==> config.mk <==
export PLATFORM = sky130hd
export DESIGN_NAME = ddr3_cmd_decoder
export DESIGN_NICKNAME = d
export VERILOG_FILES = /design/src/rtl/ddr3_cmd_decoder.sv
export SDC_FILE = /design/constraint.sdc
export NUM_CORES = 1
export LEC_CHECK = 0
export CAP_MARGIN = 20
export CORE_MARGIN = 4
export CORE_UTILIZATION = 50
export DETAILED_ROUTE_END_ITERATION = 10
export DONT_BUFFER_PORTS = 1
export GPL_TIMING_DRIVEN = 0
export SLEW_MARGIN = 20
export SYNTH_ARGS = -nofsm -noshare
export SYNTH_HDL_FRONTEND = slang
export SYNTH_SLANG_ARGS = --single-unit
==> constraint.sdc <==
create_clock -name ck -period 4.1 [get_ports ck]
set_clock_uncertainty 0.2 [all_clocks]
set_input_delay 0.82 -clock ck [delete_from_list [all_inputs] [get_ports ck]]
set_output_delay 0.82 -clock ck [all_outputs]
set_load 0.005 [all_outputs]
==> src/rtl/ddr3_cmd_decoder.sv <==
// DDR3 command-bus decoder: decodes pin-level commands, tracks bank/mode state
// and per-bank/global timing windows, and reports the highest-priority protocol violation.
module ddr3_cmd_decoder #(
    parameter int unsigned BA_BITS   = 3,
    parameter int unsigned ADDR_BITS = 14,
    parameter int unsigned T_RCD     = 6,
    parameter int unsigned T_RP      = 6,
    parameter int unsigned T_MRD     = 4,
    parameter int unsigned T_RFC     = 44
) (
    input  logic                        ck,
    input  logic                        rst,
    input  logic                        cke,
    input  logic                        cs_n,
    input  logic                        ras_n,
    input  logic                        cas_n,
    input  logic                        we_n,
    input  logic [BA_BITS-1:0]          ba,
    input  logic [ADDR_BITS-1:0]        addr,
    output logic                        cmd_valid,
    output logic [2:0]                  cmd_code,
    output logic [BA_BITS-1:0]          cmd_ba,
    output logic [ADDR_BITS-1:0]        cmd_addr,
    output logic [ADDR_BITS-1:0]        mr0,
    output logic [ADDR_BITS-1:0]        mr1,
    output logic [ADDR_BITS-1:0]        mr2,
    output logic [(1 << BA_BITS)-1:0]   bank_open,
    output logic                        err_valid,
    output logic [2:0]                  err_code,
    output logic [BA_BITS-1:0]          err_ba,
    output logic [15:0]                 ref_count
);

    localparam int unsigned NB     = 1 << BA_BITS;
    localparam int unsigned T_MAX0 = (T_RCD > T_RP) ? T_RCD : T_RP;
    localparam int unsigned T_MAX1 = (T_MRD > T_RFC) ? T_MRD : T_RFC;
    localparam int unsigned T_MAX  = (T_MAX0 > T_MAX1) ? T_MAX0 : T_MAX1;
    localparam int unsigned CNT_W  = (T_MAX > 2) ? $clog2(T_MAX) : 1;

    // Counters hold the cycles still blocked *after* the next edge, so a
    // command exactly T cycles after its trigger sees zero.
    localparam logic [CNT_W-1:0] LD_RCD = (T_RCD == 0) ? '0 : CNT_W'(T_RCD - 1);
    localparam logic [CNT_W-1:0] LD_RP  = (T_RP  == 0) ? '0 : CNT_W'(T_RP  - 1);
    localparam logic [CNT_W-1:0] LD_MRD = (T_MRD == 0) ? '0 : CNT_W'(T_MRD - 1);
    localparam logic [CNT_W-1:0] LD_RFC = (T_RFC == 0) ? '0 : CNT_W'(T_RFC - 1);

    localparam logic [2:0] C_NOP = 3'd0;
    localparam logic [2:0] C_MRS = 3'd1;
    localparam logic [2:0] C_REF = 3'd2;
    localparam logic [2:0] C_PRE = 3'd3;
    localparam logic [2:0] C_ACT = 3'd4;
    localparam logic [2:0] C_WR  = 3'd5;
    localparam logic [2:0] C_RD  = 3'd6;
    localparam logic [2:0] C_ZQ  = 3'd7;

    logic [CNT_W-1:0] r_rcd [NB];
    logic [CNT_W-1:0] r_rp  [NB];
    logic [CNT_W-1:0] r_mrd;
    logic [CNT_W-1:0] r_rfc;

    logic       w_cmd;
    logic [2:0] w_code;
    logic       w_is_rw;
    logic       w_ap;
    logic       w_open;
    logic [2:0] w_err_code;

    // Pin decode; deselect and power-down map to NOP
    always_comb begin
        w_code = C_NOP;
        if (cke && !cs_n) begin
            case ({ras_n, cas_n, we_n})
                3'b000:  w_code = C_MRS;
                3'b001:  w_code = C_REF;
                3'b010:  w_code = C_PRE;
                3'b011:  w_code = C_ACT;
                3'b100:  w_code = C_WR;
                3'b101:  w_code = C_RD;
                3'b110:  w_code = C_ZQ;
                default: w_code = C_NOP;
            endcase
        end
    end

    assign w_cmd   = (w_code != C_NOP);
    assign w_is_rw = (w_code == C_RD) || (w_code == C_WR);
    assign w_ap    = addr[10];
    assign w_open  = bank_open[ba];

    // Violation check against pre-command state, highest priority first
    always_comb begin
        w_err_code = 3'd0;
        if (w_cmd) begin
            if (r_rfc != '0)
                w_err_code = 3'd6;
            else if (r_mrd != '0)
                w_err_code = 3'd5;
            else if (((w_code == C_REF) || (w_code == C_MRS)) && (bank_open != '0))
                w_err_code = 3'd7;
            else if ((w_code == C_ACT) && (r_rp[ba] != '0))
                w_err_code = 3'd4;
            else if ((w_code == C_ACT) && w_open)
                w_err_code = 3'd1;
            else if (w_is_rw && !w_open)
                w_err_code = 3'd2;
            else if (w_is_rw && (r_rcd[ba] != '0))
                w_err_code = 3'd3;
        end
    end

    always_ff @(posedge ck) begin
        if (rst) begin
            cmd_valid <= 1'b0;
            cmd_code  <= '0;
            cmd_ba    <= '0;
            cmd_addr  <= '0;
            err_valid <= 1'b0;
            err_code  <= '0;
            err_ba    <= '0;
            mr0       <= '0;
            mr1       <= '0;
            mr2       <= '0;
            bank_open <= '0;
            ref_count <= '0;
            r_mrd     <= '0;
            r_rfc     <= '0;
            for (int i = 0; i < NB; i++) begin
                r_rcd[i] <= '0;
                r_rp[i]  <= '0;
            end
        end else begin
            cmd_valid <= w_cmd;
            err_valid <= (w_err_code != 3'd0);
            if (w_cmd) begin
                cmd_code <= w_code;
                cmd_ba   <= ba;
                cmd_addr <= addr;
            end
            if (w_err_code != 3'd0) begin
                err_code <= w_err_code;
                err_ba   <= ba;
            end

            r_mrd <= (r_mrd != '0) ? r_mrd - CNT_W'(1) : '0;
            r_rfc <= (r_rfc != '0) ? r_rfc - CNT_W'(1) : '0;
            for (int i = 0; i < NB; i++) begin
                r_rcd[i] <= (r_rcd[i] != '0) ? r_rcd[i] - CNT_W'(1) : '0;
                r_rp[i]  <= (r_rp[i]  != '0) ? r_rp[i]  - CNT_W'(1) : '0;
            end

            // State updates apply even when the command is flagged
            case (w_code)
                C_MRS: begin
                    r_mrd <= LD_MRD;
                    if (ba == BA_BITS'(0))      mr0 <= addr;
                    else if (ba == BA_BITS'(1)) mr1 <= addr;
                    else if (ba == BA_BITS'(2)) mr2 <= addr;
                end
                C_REF: begin
                    r_rfc     <= LD_RFC;
                    ref_count <= ref_count + 16'd1;
                end
                C_ACT: begin
                    bank_open[ba] <= 1'b1;
                    r_rcd[ba]     <= LD_RCD;
                end
                C_PRE: begin
                    if (w_ap) begin
                        bank_open <= '0;
                        for (int i = 0; i < NB; i++) r_rp[i] <= LD_RP;
                    end else begin
                        bank_open[ba] <= 1'b0;
                        r_rp[ba]      <= LD_RP;
                    end
                end
                C_WR, C_RD: begin
                    if (w_ap) begin
                        bank_open[ba] <= 1'b0;
                        r_rp[ba]      <= LD_RP;
                    end
                end
                default: ;
            endcase
        end
    end

endmodule

=== Word-level counts from Yosys, hierarchy flattened ===
Memory sizes are Yosys's and may differ from the RTL's.
Index checks and enable logic that the tools add are counted.

* $add $sub $neg: 19
* Multiply operators: 0
* Div/mod/pow operators: 0
* $lt $le $gt $ge: 2
* Eq/ne operators: 15
* Shifts and indexed selects: 0
* Muxes and demuxes: 79
* Bitwise operators: 32
* Reduce and logical (&&, ||, !) cells: 44

{| class="wikitable"
|+ Operators with widths
! cell !! number
|-
| 6-bit two-way mux || 43
|-
| 6-bit nonzero test || 20
|-
| 6-bit by 1-bit subtractor with 6-bit output, second input constant || 18
|-
| 1-bit bitwise OR || 25
|-
| 8-bit one-hot mux with 3 select lines || 1
|-
| 3-bit one-hot mux with 7 select lines || 1
|-
| 1-bit two-way mux || 19
|-
| 3-bit equality test, second input constant || 6
|-
| 3-bit two-way mux || 6
|-
| 16-bit by 1-bit adder with 16-bit output, second input constant || 1
|-
| 8-bit two-way mux || 2
|-
| 3-bit by 2-bit equality test with 1-bit output, second input constant || 5
|-
| 2-bit two-way mux || 5
|-
| 3-bit by 1-bit equality test with 1-bit output, second input constant || 3
|-
| 3-bit nonzero test || 3
|-
| 8-bit bitwise AND || 1
|-
| 8-bit NOT || 1
|-
| 8-bit bitwise OR || 1
|-
| 8-bit nonzero test || 1
|-
| 1-bit logical AND || 7
|-
| 3-bit zero test || 2
|-
| 3-bit OR reduction || 2
|-
| 3-bit by 4-bit less-than comparator with 1-bit output, second input constant || 1
|-
| 1-bit NOT || 4
|-
| 10 further kinds || 13
|}

* Flip-flop bits (word level): 106
* Bits in latches: 0
* Memory bits (writable): 96
* Memory bits (read-only): 0
* Input port bits: 24
* Output and inout port bits: 94
* Logic and storage cells: 209
* Memories kept: 2

{| class="wikitable"
|+ Memory list
! memory !! words !! bits a word !! rd ports !! clocked after memory_dff !! write ports !! line !! source
|-
| r_rcd || 8 || 6 || 9 || 0 || 9 || 56 || <nowiki>logic [CNT_W-1:0] r_rcd [NB];</nowiki>
|-
| r_rp || 8 || 6 || 9 || 0 || 9 || 57 || <nowiki>logic [CNT_W-1:0] r_rp [NB];</nowiki>
|}

=== Depth between registers and ports, before layout ===
Gate-level depths: netlist (run 1).

* Word-level depth: 15
* Depth in mapped cells: 11
* Mapped depth without buffers: 10

=== Worst setup path before layout (run 1) ===
OpenSTA, ideal clock, no wires.

* Path kind: input -> register
* Start: input cas_n
* End: register err_code[2]
* Library setup time: 116 ps
* Arrival: 2826 ps
* Required time: 3784 ps
* Setup slack: 959 ps
* Stages: 10
* Path buffers: 1
* Cells stage by stage: inv_1 -> ha_1 -> nor2_1 -> nand2_1 -> a2111oi_1 -> o21ai_0 -> a21o_1 -> and4b_1 -> buf_6 -> a31o_1

* Cells in the longest elaborated chain, start to end: 15
* Elaborated cells on any way between the ends: 31
* Those cells by class: 11 x eq/ne; 10 x mux; 10 x reduce/logical

{| class="wikitable"
|+ RTL lines
! item !! line !! source
|-
| start: declaration || 16 || <nowiki>input logic cas_n,</nowiki>
|-
| 3-bit equality test (tied with other cells) || 72 || <nowiki>case ({ras_n, cas_n, we_n})</nowiki>
|-
| 3-bit one-hot mux with 7 select lines * || 72 ||
|-
| 3-bit two-way mux * || 71 || <nowiki>if (cke && !cs_n) begin</nowiki>
|-
| 3-bit equality test || 86 || <nowiki>assign w_is_rw = (w_code == C_RD) || (w_code == C_WR);</nowiki>
|-
| 1-bit logical OR || 86 ||
|-
| 1-bit logical AND || 106 || <nowiki>else if (w_is_rw && (r_rcd[ba] != '0))</nowiki>
|-
| 2-bit two-way mux || 106 ||
|-
| 2-bit two-way mux || 104 || <nowiki>else if (w_is_rw && !w_open)</nowiki>
|-
| 2-bit two-way mux || 102 || <nowiki>else if ((w_code == C_ACT) && w_open)</nowiki>
|-
| 3-bit two-way mux || 100 || <nowiki>else if ((w_code == C_ACT) && (r_rp[ba] != '0))</nowiki>
|-
| 3-bit two-way mux || 98 || <nowiki>else if (((w_code == C_REF) || (w_code == C_MRS)) && (bank_open != '0))</nowiki>
|-
| 3-bit two-way mux || 96 || <nowiki>else if (r_mrd != '0)</nowiki>
|-
| 3-bit two-way mux || 94 || <nowiki>if (r_rfc != '0)</nowiki>
|-
| 3-bit two-way mux * || 93 || <nowiki>if (w_cmd) begin</nowiki>
|-
| 3-bit nonzero test || 139 || <nowiki>if (w_err_code != 3'd0) begin</nowiki>
|-
| end signal: assignment || 140 || <nowiki>err_code <= w_err_code;</nowiki>
|-
| end: declaration || 29 || <nowiki>output logic [2:0] err_code,</nowiki>
|}

Every way passes the cells marked *; elsewhere a longest branch is shown, timed or not.
A chain may end at the register's enable or synchronous reset.

==> results of run 1 <==
==> worst reg2reg max path, delay by kind of cell (launching register included) <==
kind	cells	cell delay [ns]
compound gates	2	0.51
buf+inv	1	0.13
flops	1	0.32
mux	1	0.19
simple gates	5	1.38
==> cell families after synthesis <==
logic type                 after synthesis  share of synthesized area (%)
and+or+nand+nor                        459                           23.8
AOI/OAI and AO/OA                      204                           13.5
DFF                                    202                           46.3
xor gates and xnor gates                59                           5.92
muxes                                   10                           1.17
buffers and inverters                   85                           4.23
adders and majority gates               36                           5.16
==> per-stage QoR <==
step	power, µW	instance area, µm²	cells	hold slack (ns)	worst slack [ns]
2_1_floorplan	4500	8730	1055	0.245	0.959
4_1_cts	6950	9730	1315	0.246	0.757
3_5_place_dp	4950	9010	1280	0.266	0.262
3_3_place_gp	4920	9010	1280	0.265	0.238
6_report	6890	9730	1315	0.259	0.774
5_1_grt	7410	9730	1315	0.248	0.568
==> power breakdown <==
group | internal [µW] | total [µW] | switching, µW
logic | 955 | 2140 | 1180
clock network | 1210 | 1980 | 769
registers | 2410 | 2770 | 364
==> path summary, 6_finish.rpt <==
kind	end
min	mr1[0]
min reg2reg	mr2[6]
max	r_rp[3][3]
max reg2reg	err_ba[1]
==> layer usage <==
layer / up-vias / GRT usage, % / share of wire [%]
met1: 3228 / 29.8 / 49
met5: - / 0 / 0
met4: 0 / 4.59 / 1.7
met2: 144 / 31.7 / 43
met3: 27 / 4.27 / 6.1
li1: 3595 / - / -
==> synthesized netlist by cell type (all sizes together), types with 6 or more instances <==
cell / instances / area, µm²
or4: 7 / 60.1
ha: 36 / 450
inv: 47 / 176
and2: 9 / 57.6
nand2b: 9 / 56.3
nand3: 20 / 105
and3: 8 / 50.1
nand2: 205 / 769
or3: 8 / 50.1
xor2: 31 / 272
mux2i: 8 / 80.1
a21oi: 105 / 526
nor4: 15 / 100
dfxtp: 202 / 4040
buf: 12 / 91.3
o21ai: 47 / 235
clkbuf: 26 / 101
o31ai: 14 / 105
xnor2: 28 / 245
nor3: 25 / 146
nor2: 129 / 484
nor2b: 6 / 37.5
==> final cells by class <==
class | instances | area share [%]
Inverter | 47 | 1.81
Multi-Input combinational cell | 768 | 44.4
Sequential cell | 202 | 41.6
Clock inverter | 4 | 0.720
Tap cell | 225 | 2.89
Clock buffer | 31 | 6.63
Buffer | 38 | 1.98
==> registers in the layout (all words and copies together), names as in the netlist, 6 cells and up <==
register,flops
mr0,14
ref_count,16
r_rcd,48
bank_open,8
r_rfc,6
mr1,14
cmd_addr,14
r_rp,48
r_mrd,6
mr2,14
==> placed cells by master (no fill, tap or decap), types with 5 or more instances in the layout <==
master,count
nand2_1,205
dfxtp_1,202
nor2_1,129
a21oi_1,105
inv_1,47
o21ai_0,45
ha_1,36
xor2_1,31
clkbuf_1,29
xnor2_1,28
clkbuf_16,23
nor3_1,22
nand3_1,19
nor4_1,14
o31ai_1,14
nand2b_1,9
mux2i_1,8
and3_1,8
or3_1,8
nor2b_1,6
and2_1,5
o21a_1,5
or4_1,5
a31oi_1,5
==> parameters.txt, run 1 <==
Parameter                              Value

Clocking
  Total number of H-tree levels ... 1
  # Post-CTS Setup Buffers ... 0
  Hold buffer count at CTS ... 0
  Number of buffers on the longest clock path ... 3
  Clock latency on the worst-skew pair ... 0.50 ns
  Number of sinks handled by clock tree synthesis ... 202
  Resize count post-CTS ... 0
  TritonCTS clock tree ... done
  Clock-pin slew of the registers on the worst-case setup and hold paths ... 0.06 ns
  CTS Root Buffer Type ... clkbuf_16
  CTS buffer count ... 22

Placed design
  Global placer's final weighted congestion ... 0.866
  Number of port buffers ... 0
  HPWL Detailed ... 15.5 mm

Setup path
  Crit path max-delay family ... compound AO/OA/AOI/OAI gates
  Slowest stage delay, CP ... 0.84 ns
  Critical path's most frequent cell ... o21ai_0
  Worst r2r src ... r_rcd[3][1]
  Number of logic stages on the critical path including buffering ... 10
  Crit. End Element ... flip-flop
  Worst reg2reg setup slack ... 1.30 ns
  Startpoint types ... primary input
  Critical path buffer and inverter count ... 1
  Startpoint of the worst setup timing path ... cas_n
  Kind of critical path ... primary input to flip-flop
  Worst-path fanout max ... 5
  Critical Path AT ... 3.51 ns
  Slowest CP cell ... a2111oi_1
  Number of cells on the worst reg-to-reg path ... 9
  Critical path data required time ... 4.28 ns
  CP Cell Sequence ... inv_1 > ha_1 > nor2_1 > nand2_1 > a2111oi_1 > o21a_1 > o21ai_0 > o21ai_0 > nand2b_1 > a21oi_1

Floorplan
  Row cnt ... 48
  Area enclosed by the die boundary ... 19600 µm²
  Starting Density ... 50.7%
  Die width ... 140 µm
  Die boundary height ... 140 µm
  Boundary pin count ... 118
  Core area ... 17200 µm²

Drt
  Iteration-0 DRC Markers ... 337
  Drt total wl ... 20.8 mm
  Total via count in the routed design ... 6994
  Post-route antenna net violation count ... 0
  Wire length per cell ... 15.8 µm
  1st-pass router iterations ... 5
  Drc violations ... 0
  Number of vias per cell after detailed routing ... 5.32

Global route
  Pin count of the biggest net entering global routing ... 13
  Number of global-route vias before repair ... 6476
  Total Routing Usage GR ... 20.5%
  Antenna violations before repair ... 0
  Global-route wire length before repair ... 33.7 mm
  Overflow left after global routing ... 0

Power
  Power per Cell Area ... 708 nW/µm²
  Peak supply drop ... 0.000374 V
  Static leakage ... 0.00384 µW

STA
  Setup violators final ... 0
  Clock period minus final worst setup slack ... 3.33 ns
  Max Clk Rate ... 0.301 GHz
  Max-slew violation count ... 0
  Number of failing hold endpoints at the final stage ... 0
  Period utilization ... 81.1%
  Setup repair after global routing missed its margin ... false
  Max transition margin ... 37.8%
  Setup TNS after final layout ... 0 ns
  Slew at the pin closest to its max-slew limit ... 0.926 ns

Yosys
  Cell variety after synth ... 60
  Synthesis-stage register bit count ... 202
  Synthesized instance count ... 1055
  Count of flip-flops with a built-in enable after synthesis ... 0
  Syn Std Cell Area ... 8730 µm²
  Fraction of synthesis flops using an asynchronous set or reset pin ... 0%
  Sequential fraction of the synthesis area ... 46.3%
  Number of nets in the synthesized netlist ... 1115
  Count of warnings emitted by yosys ... 0
  Post-synthesis average cell area ... 8.28 µm²
  Predominant post-synthesis flop cell ... dfxtp_1

Final layout
  Sequential Area ... 4040 µm²
  Core Util, Final ... 56.5%
  Count of filler cells inserted in the layout ... 1634
  Fraction of final layout cells with drive strength greater than 1 ... 5.50%
  Multi-input gate area in the final layout ... 4320 µm²
  Number of nets in the layout ... 1139
  Diodes inserted ... 0
  Growth of design area from synthesis to finish ... 11.4%

Flow run
  Number of max-cap violations ... 0

Hold path
  Hold Crit Start ... addr[0]
  Worst hold path stage count ... 2
  Hold Crit Class ... primary input to flip-flop

Run status
  Outcome ... finished, final reports clean
No activity file was read; power rests on OpenSTA's default activity.
==> inputs of run 2 (changes only) <==
--- a/config.mk
+++ b/config.mk
@@ -11,6 +11,7 @@
 export DETAILED_ROUTE_END_ITERATION = 10
 export DONT_BUFFER_PORTS = 1
 export GPL_TIMING_DRIVEN = 0
+export PLACE_DENSITY = 0.68
 export SLEW_MARGIN = 20
 export SYNTH_ARGS = -nofsm -noshare
 export SYNTH_HDL_FRONTEND = slang
==> constraint.sdc (replaced) <==
create_clock -name ck -period 3 [get_ports ck]
set_clock_uncertainty 0.2 [all_clocks]
set_input_delay 0.6 -clock ck [delete_from_list [all_inputs] [get_ports ck]]
set_output_delay 0.6 -clock ck [all_outputs]
set_load 0.005 [all_outputs]
==> run 2 against run 1 <==
Core utilization is 0.23 points higher. Die area is the same. Combinational power grew 38%. Worst hold slack lost 0.22 ns. Critical path type is now flip-flop to flip-flop. Critical endpoint is now err_ba[1]. Largest power group unchanged. Highest routed layer unchanged.
==> parameters.txt, run 2 (same netlist as run 1, synthesis figures left out) <==
Parameter                              Value

Run status
  Outcome ... finished, final reports clean (unchanged)

Setup path
  Critical path buffer and inverter count ... 1 (unchanged)
  Number of cells on the worst reg-to-reg path ... 9 (unchanged)
  Critical Path AT ... 3.09 ns (was 3.51 ns)
  Reg2reg end ... err_ba[1] (unchanged)
  Worst r2r src ... r_rcd[3][1] (unchanged)
  Critical path data required time ... 3.22 ns (was 4.28 ns)
  CP Cell Sequence ... or4_4 > nor3_4 > a221o_1 > nand4b_1 > and2_1 > a211o_1 > and4b_1 > buf_6 > mux2i_1 (was inv_1 > ha_1 > nor2_1 > nand2_1 > a2111oi_1 > o21a_1 > o21ai_0 > o21ai_0 > nand2b_1 > a21oi_1)
  Termination of the worst setup path ... err_ba[1] (was r_rp[3][3])
  Crit. End Element ... flip-flop (unchanged)
  Startpoint types ... flip-flop (was primary input)
  Number of logic stages on the critical path including buffering ... 9 (was 10)
  Startpoint of the worst setup timing path ... r_rcd[3][1] (was cas_n)
  Crit path max-delay family ... simple AND/OR/NAND/NOR gates (was compound AO/OA/AOI/OAI gates)
  Slowest CP cell ... or4_4 (was a2111oi_1)
  Worst-path fanout max ... 6 (was 5)
  Kind of critical path ... flip-flop to flip-flop (was primary input to flip-flop)
  Worst reg2reg setup slack ... 0.13 ns (was 1.30 ns)
  Slowest stage delay, CP ... 0.57 ns (was 0.84 ns)

Clocking
  Clock-pin slew of the registers on the worst-case setup and hold paths ... 0.06 ns (about the same)
  Hold buffer count at CTS ... 0 (unchanged)
  Total number of H-tree levels ... 1 (unchanged)
  CTS buffer count ... 22 (unchanged)
  Number of sinks handled by clock tree synthesis ... 202 (unchanged)
  TritonCTS clock tree ... done (unchanged)
  Number of buffers on the longest clock path ... 3 (unchanged)
  CTS Root Buffer Type ... clkbuf_16 (unchanged)
  Clock latency on the worst-skew pair ... 0.50 ns (about the same)
  # Post-CTS Setup Buffers ... 0 (unchanged)

Drt
  Total via count in the routed design ... 7148 (was 6994)
  Wire length per cell ... 15.7 µm (was 15.8 µm)
  Number of vias per cell after detailed routing ... 5.42 (was 5.32)
  Post-route antenna net violation count ... 0 (unchanged)
  1st-pass router iterations ... 5 (unchanged)
  Drc violations ... 0 (unchanged)
  Drt total wl ... 20.8 mm (about the same)
  Iteration-0 DRC Markers ... 361 (was 337)

Global route
  Pin count of the biggest net entering global routing ... 14 (was 13)
  Global-route wire length before repair ... 34.0 mm (was 33.7 mm)
  Antenna violations before repair ... 0 (unchanged)
  Number of global-route vias before repair ... 6710 (was 6476)
  Overflow left after global routing ... 0 (unchanged)
  Total Routing Usage GR ... 20.6% (was 20.5%)

Placed design
  Minimum setup slack after placement ... -0.550 ns (was 0.262 ns)
  Number of port buffers ... 0 (unchanged)
  Global placer's final weighted congestion ... 0.871 (was 0.866)
  HPWL Detailed ... 15.3 mm (was 15.5 mm)
  Area post-placement ... 9010 µm² (unchanged)

Floorplan
  Die width ... 140 µm (unchanged)
  Die boundary height ... 140 µm (unchanged)
  Core area ... 17200 µm² (unchanged)
  Starting Density ... 50.7% (unchanged)
  Boundary pin count ... 118 (unchanged)
  Area enclosed by the die boundary ... 19600 µm² (unchanged)
  Row cnt ... 48 (unchanged)

Final layout
  Biggest registers after layout ... r_rcd (48), r_rp (48), ref_count (16) (unchanged)
  Number of nets in the layout ... 1139 (unchanged)
  Top library cells by usage in the layout, fill and taps aside ... nand2_1 (205), dfxtp_1 (202), nor2_1 (129) (unchanged)
  Final cell area excluding filler cells ... 9770 µm² (was 9730 µm²)
  Most common library cell in the layout ignoring fill and taps ... nand2_1 (unchanged)
  Count of filler cells inserted in the layout ... 1523 (was 1634)
  Multi-input gate area in the final layout ... 4360 µm² (was 4320 µm²)
  Sequential Area ... 4040 µm² (unchanged)
  Diodes inserted ... 0 (unchanged)
  Growth of design area from synthesis to finish ... 11.9% (was 11.4%)
  Fraction of final layout cells with drive strength greater than 1 ... 6.12% (was 5.50%)

STA
  Final setup margin ... 0.128 ns (was 0.774 ns)
  Slew at the pin closest to its max-slew limit ... 0.756 ns (was 0.926 ns)
  Max Clk Rate ... 0.348 GHz
  Clock period minus final worst setup slack ... 2.87 ns
  Max transition margin ... 49.6% (was 37.8%)
  Setup repair after global routing missed its margin ... false (unchanged)
  Number of failing hold endpoints at the final stage ... 0 (unchanged)
  Setup violators final ... 0 (unchanged)
  Final hold slack ... 0.0350 ns (was 0.259 ns)
  Period utilization ... 95.7%
  Max-slew violation count ... 0 (unchanged)

Power
  Power per Cell Area ... 964 nW/µm² (was 708 nW/µm²)
  Peak supply drop ... 0.000529 V (was 0.000374 V)
  Static leakage ... 0.00385 µW (was 0.00384 µW)

Flow run
  Number of max-cap violations ... 0 (unchanged)

Hold path
  Hold Crit Class ... primary input to flip-flop (unchanged)
run 2: how the worst min path moves through the flow:
stage           startpoint           to  cells after the start
2_1_floorplan  r_rcd[5][0]  r_rcd[5][0]                      1
3_3_place_gp   cmd_addr[0]  cmd_addr[0]                      2
3_5_place_dp   cmd_addr[0]  cmd_addr[0]                      2
4_1_cts            addr[0]  cmd_addr[0]                      2
5_1_grt            addr[4]       mr2[4]                      2
6_report           addr[5]       mr0[5]                      2
run 2: layout make-up:
cell class              instances  area share, %
multi-input cells             768           44.6
flip-flops and latches        202           41.4
clock buffers                  32           6.75
well taps                     225           2.88
plain buffers                  38           1.97
inverters                      47           1.81
clock inverters                 7          0.615
run 2: where the power goes:
part | leakage, µW | internal, µW | switching [µW] | total, µW
clock network | 0.000362 | 1600 | 1060 | 2660
logic | 0.00184 | 1310 | 1650 | 2960
registers | 0.00165 | 3290 | 504 | 3800
total | 0.00385 | 6210 | 3210 | 9420
run 2: what timing repair did:
action	in CTS	in global routing
pin swaps	0	0
gates resized for setup	1	4
endpoints found under the setup margin	4	11
hold endpoints to repair	0	0
run 2: layer usage:
layer	vias to the layer above	share of wire [%]	GRT usage, %
li1	3613	-	-
met1	3314	46	28.1
met2	183	46	32.9
met3	38	5.9	4.34
met4	0	2.2	5.97
met5	-	0	0
run 2: per-stage QoR:
step | utilization [%] | total power, µW | std cells | setup TNS (ns)
final | 56.7 | 9420 | 1319 | 0
after CTS | 56.5 | 9460 | 1319 | 0
after floorplan | - | 6160 | 1055 | 0
after global routing | 56.7 | 10200 | 1319 | 0
after global placement | 52.3 | 6690 | 1280 | -19.93
after detailed placement | 52.3 | 6760 | 1280 | -22.06
==> inputs of run 3 (changes only) <==
--- a/config.mk
+++ b/config.mk
@@ -5,6 +5,7 @@
 export SDC_FILE = /design/constraint.sdc
 export NUM_CORES = 1
 export LEC_CHECK = 0
+export ABC_AREA = 1
 export CAP_MARGIN = 20
 export CORE_MARGIN = 4
 export CORE_UTILIZATION = 50
==> run 3 against run 2 <==
Power rose by 0.84%. Sequential power fell by 3%. Non-clock buffer count fell by 10. Clock power barely moved. Wire length rose by 6.3%. Register-to-register slack improved by 0.68 ns. Largest power group unchanged. Count of clock-buffer cells in the layout rose by 6. Synthesized cell count rose by 16%. Synthesized area rose by 5.7%. Setup slack improved by 0.65 ns. Design area rose by 4.9%. First-iteration DRC count rose by 0.83%.
==> parameters.txt, run 3 <==
Parameter                              Value

STA
  Setup repair after global routing missed its margin ... false (unchanged)
  Max transition margin ... 52.5% (was 49.6%)
  Setup violators final ... 0 (unchanged)
  Number of failing hold endpoints at the final stage ... 0 (unchanged)
  Period utilization ... 74.1% (was 95.7%)
  Clock period minus final worst setup slack ... 2.22 ns (was 2.87 ns)
  Max Clk Rate ... 0.450 GHz (was 0.348 GHz)
  Setup TNS after final layout ... 0 ns (unchanged)
  Slew at the pin closest to its max-slew limit ... 0.713 ns (was 0.756 ns)
  Max-slew violation count ... 0 (unchanged)

Yosys
  Post-synthesis average cell area ... 7.53 µm² (was 8.28 µm²)
  Area fraction of the dominant cell type after synthesis ... 43.8% (was 46.3%)
  Sequential fraction of the synthesis area ... 43.8% (was 46.3%)
  Number of nets in the synthesized netlist ... 1286 (was 1115)
  Cell variety after synth ... 51 (was 60)
  Fraction of synthesis flops using an asynchronous set or reset pin ... 0% (unchanged)
  Count of flip-flops with a built-in enable after synthesis ... 0 (unchanged)
  Synthesized instance count ... 1226 (was 1055)
  Most numerous cell types in the synthesized netlist ... dfxtp_1 (202), nand2_1 (194), inv_1 (173) (was nand2_1 (205), dfxtp_1 (202), nor2_1 (129))
  Count of warnings emitted by yosys ... 0 (unchanged)
  Cell taking the most area after synthesis ... dfxtp_1 (unchanged)
  Leading cell type by number of instances after synthesis ... dfxtp_1 (was nand2_1)
  Syn Std Cell Area ... 9230 µm² (was 8730 µm²)
  Synthesis-stage register bit count ... 202 (unchanged)
  Predominant post-synthesis flop cell ... dfxtp_1 (unchanged)
  Leading post-synthesis cells by cell area ... dfxtp_1 (44%), nand2_1 (7.9%), inv_1 (7.0%), nor2_1 (6.3%), ha_1 (4.9%) (was dfxtp_1 (46%), nand2_1 (8.8%), a21oi_1 (6.0%), nor2_1 (5.5%), ha_1 (5.2%))

Run status
  Outcome ... finished, final reports clean (unchanged)

Power
  Overall power consumption ... 9500 µW (was 9420 µW)
  Power per Cell Area ... 927 nW/µm² (was 964 nW/µm²)
  Static leakage ... 0.00450 µW (was 0.00385 µW)
  Peak supply drop ... 0.000465 V (was 0.000529 V)

Final layout
  Growth of design area from synthesis to finish ... 11.0% (was 11.9%)
  Most common library cell in the layout ignoring fill and taps ... dfxtp_1 (was nand2_1)
  Number of nets in the layout ... 1311 (was 1139)
  Biggest registers after layout ... r_rcd (48), r_rp (48), ref_count (16) (unchanged)
  Diodes inserted ... 0 (unchanged)
  Top library cells by usage in the layout, fill and taps aside ... dfxtp_1 (202), nand2_1 (194), inv_1 (173) (was nand2_1 (205), dfxtp_1 (202), nor2_1 (129))
  Fraction of final layout cells with drive strength greater than 1 ... 8.75% (was 6.12%)

Clocking
  Number of sinks handled by clock tree synthesis ... 202 (unchanged)
  Number of buffers on the longest clock path ... 3 (unchanged)
  # Post-CTS Setup Buffers ... 0 (unchanged)
  Resize count post-CTS ... 0 (was 1)
  CTS Root Buffer Type ... clkbuf_16 (unchanged)
  Clock latency on the worst-skew pair ... 0.51 ns (was 0.50 ns)
  Clock-pin slew of the registers on the worst-case setup and hold paths ... 0.06 ns (about the same)
  Total number of H-tree levels ... 1 (unchanged)
  Hold buffer count at CTS ... 0 (unchanged)
  TritonCTS clock tree ... done (unchanged)
  CTS buffer count ... 23 (was 22)

Global route
  Global-route wire length before repair ... 35.8 mm (was 34.0 mm)
  Total Routing Usage GR ... 21.2% (was 20.6%)
  Overflow left after global routing ... 0 (unchanged)
  Antenna violations before repair ... 0 (unchanged)
  Number of global-route vias before repair ... 7243 (was 6710)
  Pin count of the biggest net entering global routing ... 14 (unchanged)

Drt
  Number of vias per cell after detailed routing ... 5.15 (was 5.42)
  Wire length per cell ... 14.7 µm (was 15.7 µm)
  Post-route antenna net violation count ... 0 (unchanged)
  1st-pass router iterations ... 5 (unchanged)
  Iteration-0 DRC Markers ... 364 (was 361)
  Drc violations ... 0 (unchanged)
  Drt total wl ... 22.1 mm (was 20.8 mm)
  Total via count in the routed design ... 7704 (was 7148)

Setup path
  Worst r2r src ... r_rfc[0] (was r_rcd[3][1])
  Critical Path AT ... 2.40 ns (was 3.09 ns)
  Critical path data required time ... 3.17 ns (was 3.22 ns)
  Kind of critical path ... primary input to flip-flop (was flip-flop to flip-flop)
  Crit. End Element ... flip-flop (unchanged)
  Worst-path fanout max ... 8 (was 6)
  Startpoint types ... primary input (was flip-flop)
  Startpoint of the worst setup timing path ... cas_n (was r_rcd[3][1])

Hold path
  Hold Crit Start ... addr[9] (was addr[5])
  Hold Crit Class ... primary input to flip-flop (unchanged)

Floorplan
  Boundary pin count ... 118 (unchanged)
  Row cnt ... 49 (was 48)
  Area enclosed by the die boundary ... 20700 µm² (was 19600 µm²)
  Die width ... 144 µm (was 140 µm)
  Starting Density ... 51.0% (was 50.7%)
  Die boundary height ... 144 µm (was 140 µm)
  Core area ... 18100 µm² (was 17200 µm²)

Placed design
  Number of port buffers ... 0 (unchanged)
  Global placer's final weighted congestion ... 0.878 (was 0.871)
  HPWL Detailed ... 16.7 mm (was 15.3 mm)

Flow run
  Number of max-cap violations ... 0 (unchanged)
==> run 3: cell types whose count changed in the layout (fill, tap and decap cells not counted), moves of 11 or more <==
| cell | delta |
|---|---|
| nand2_1 | -11 |
| nand3_1 | +59 |
| o21ai_0 | +42 |
| nor2_1 | +25 |
| nor4_1 | -13 |
| xor2_1 | -12 |
| nand4_1 | +23 |
| inv_1 | +126 |
| inv_2 | +15 |
| o31ai_1 | -13 |
| a21oi_1 | -17 |
==> run 3: layer usage <==
| metal | GRT usage, % | vias up | routed length [µm] |
|---|---|---|---|
| met2 | 34.4 | 171 | 10200 |
| met3 | 4.66 | 38 | 1220 |
| met1 | 28.2 | 3502 | 10100 |
| met5 | 0 | - | 0 |
| li1 | - | 3993 | - |
| met4 | 6.74 | 0 | 612 |
==> run 3: path summary, 6_finish.rpt <==
path / depth (start not counted) / end / slack [ns]
setup reg to reg: 15 / err_ba[0] / 0.81
hold reg to reg: 1 / r_rcd[1][0] / 0.25
setup / recovery: 12 / r_rcd[6][0] / 0.78
hold / removal: 2 / mr0[9] / 0.05
==> run 3: final cells by class <==
| type | instances | area [µm²] |
|---|---|---|
| fillers | 1712 | 7840 |
| multi-input cells | 805 | 4330 |
| plain buffers | 28 | 135 |
| well taps | 229 | 287 |
| clock buffers | 38 | 692 |
| flip-flops and latches | 202 | 4040 |
| inverters | 191 | 721 |
| clock inverters | 4 | 37.5 |
==> run 3: report_power, final <==
group	total [µW]	leakage [µW]	internal, µW	switching, µW
combinational	3150	0.00249	1250	1900
clock	2660	0.000353	1580	1080
sequential	3700	0.00166	3300	398
==> run 3: cells by family (layout without fill, tap and decap cells) <==
family / count (synthesis) / in the layout / share of synthesized area (%)
XOR/XNOR: 39 / 39 / 3.70
buffers and inverters: 219 / 261 / 9.27
AND/OR/NAND/NOR: 527 / 527 / 26.5
AO/OA/AOI/OAI: 203 / 203 / 11.9
flip-flops: 202 / 202 / 43.8
adder cells (fa/ha/maj): 36 / 36 / 4.88
==> run 3: per-stage QoR <==
step                cells  util, %  instance area (µm²)  setup slack [ns]  hold WS, ns
detailed placement   1455     52.6                 9520             0.240        0.242
global route         1497     56.7                10200             0.558       0.0372
CTS                  1497     56.7                10200             0.782       0.0361
floorplan            1226        -                 9230             0.670        0.222
global placement     1455     52.6                 9520             0.284        0.237
finish               1497     56.7                10200             0.777       0.0474
==> run 3: worst max-delay path: stages <==
cell     delay (ns)
inv_1          0.03
ha_1           0.29
nand3_2        0.17
inv_1          0.06
nor2_1         0.17
inv_2          0.06
nor2_1         0.17
inv_1          0.11
nor2_4         0.25
nand2_1        0.13
nand3_1        0.22
o21ai_0        0.12
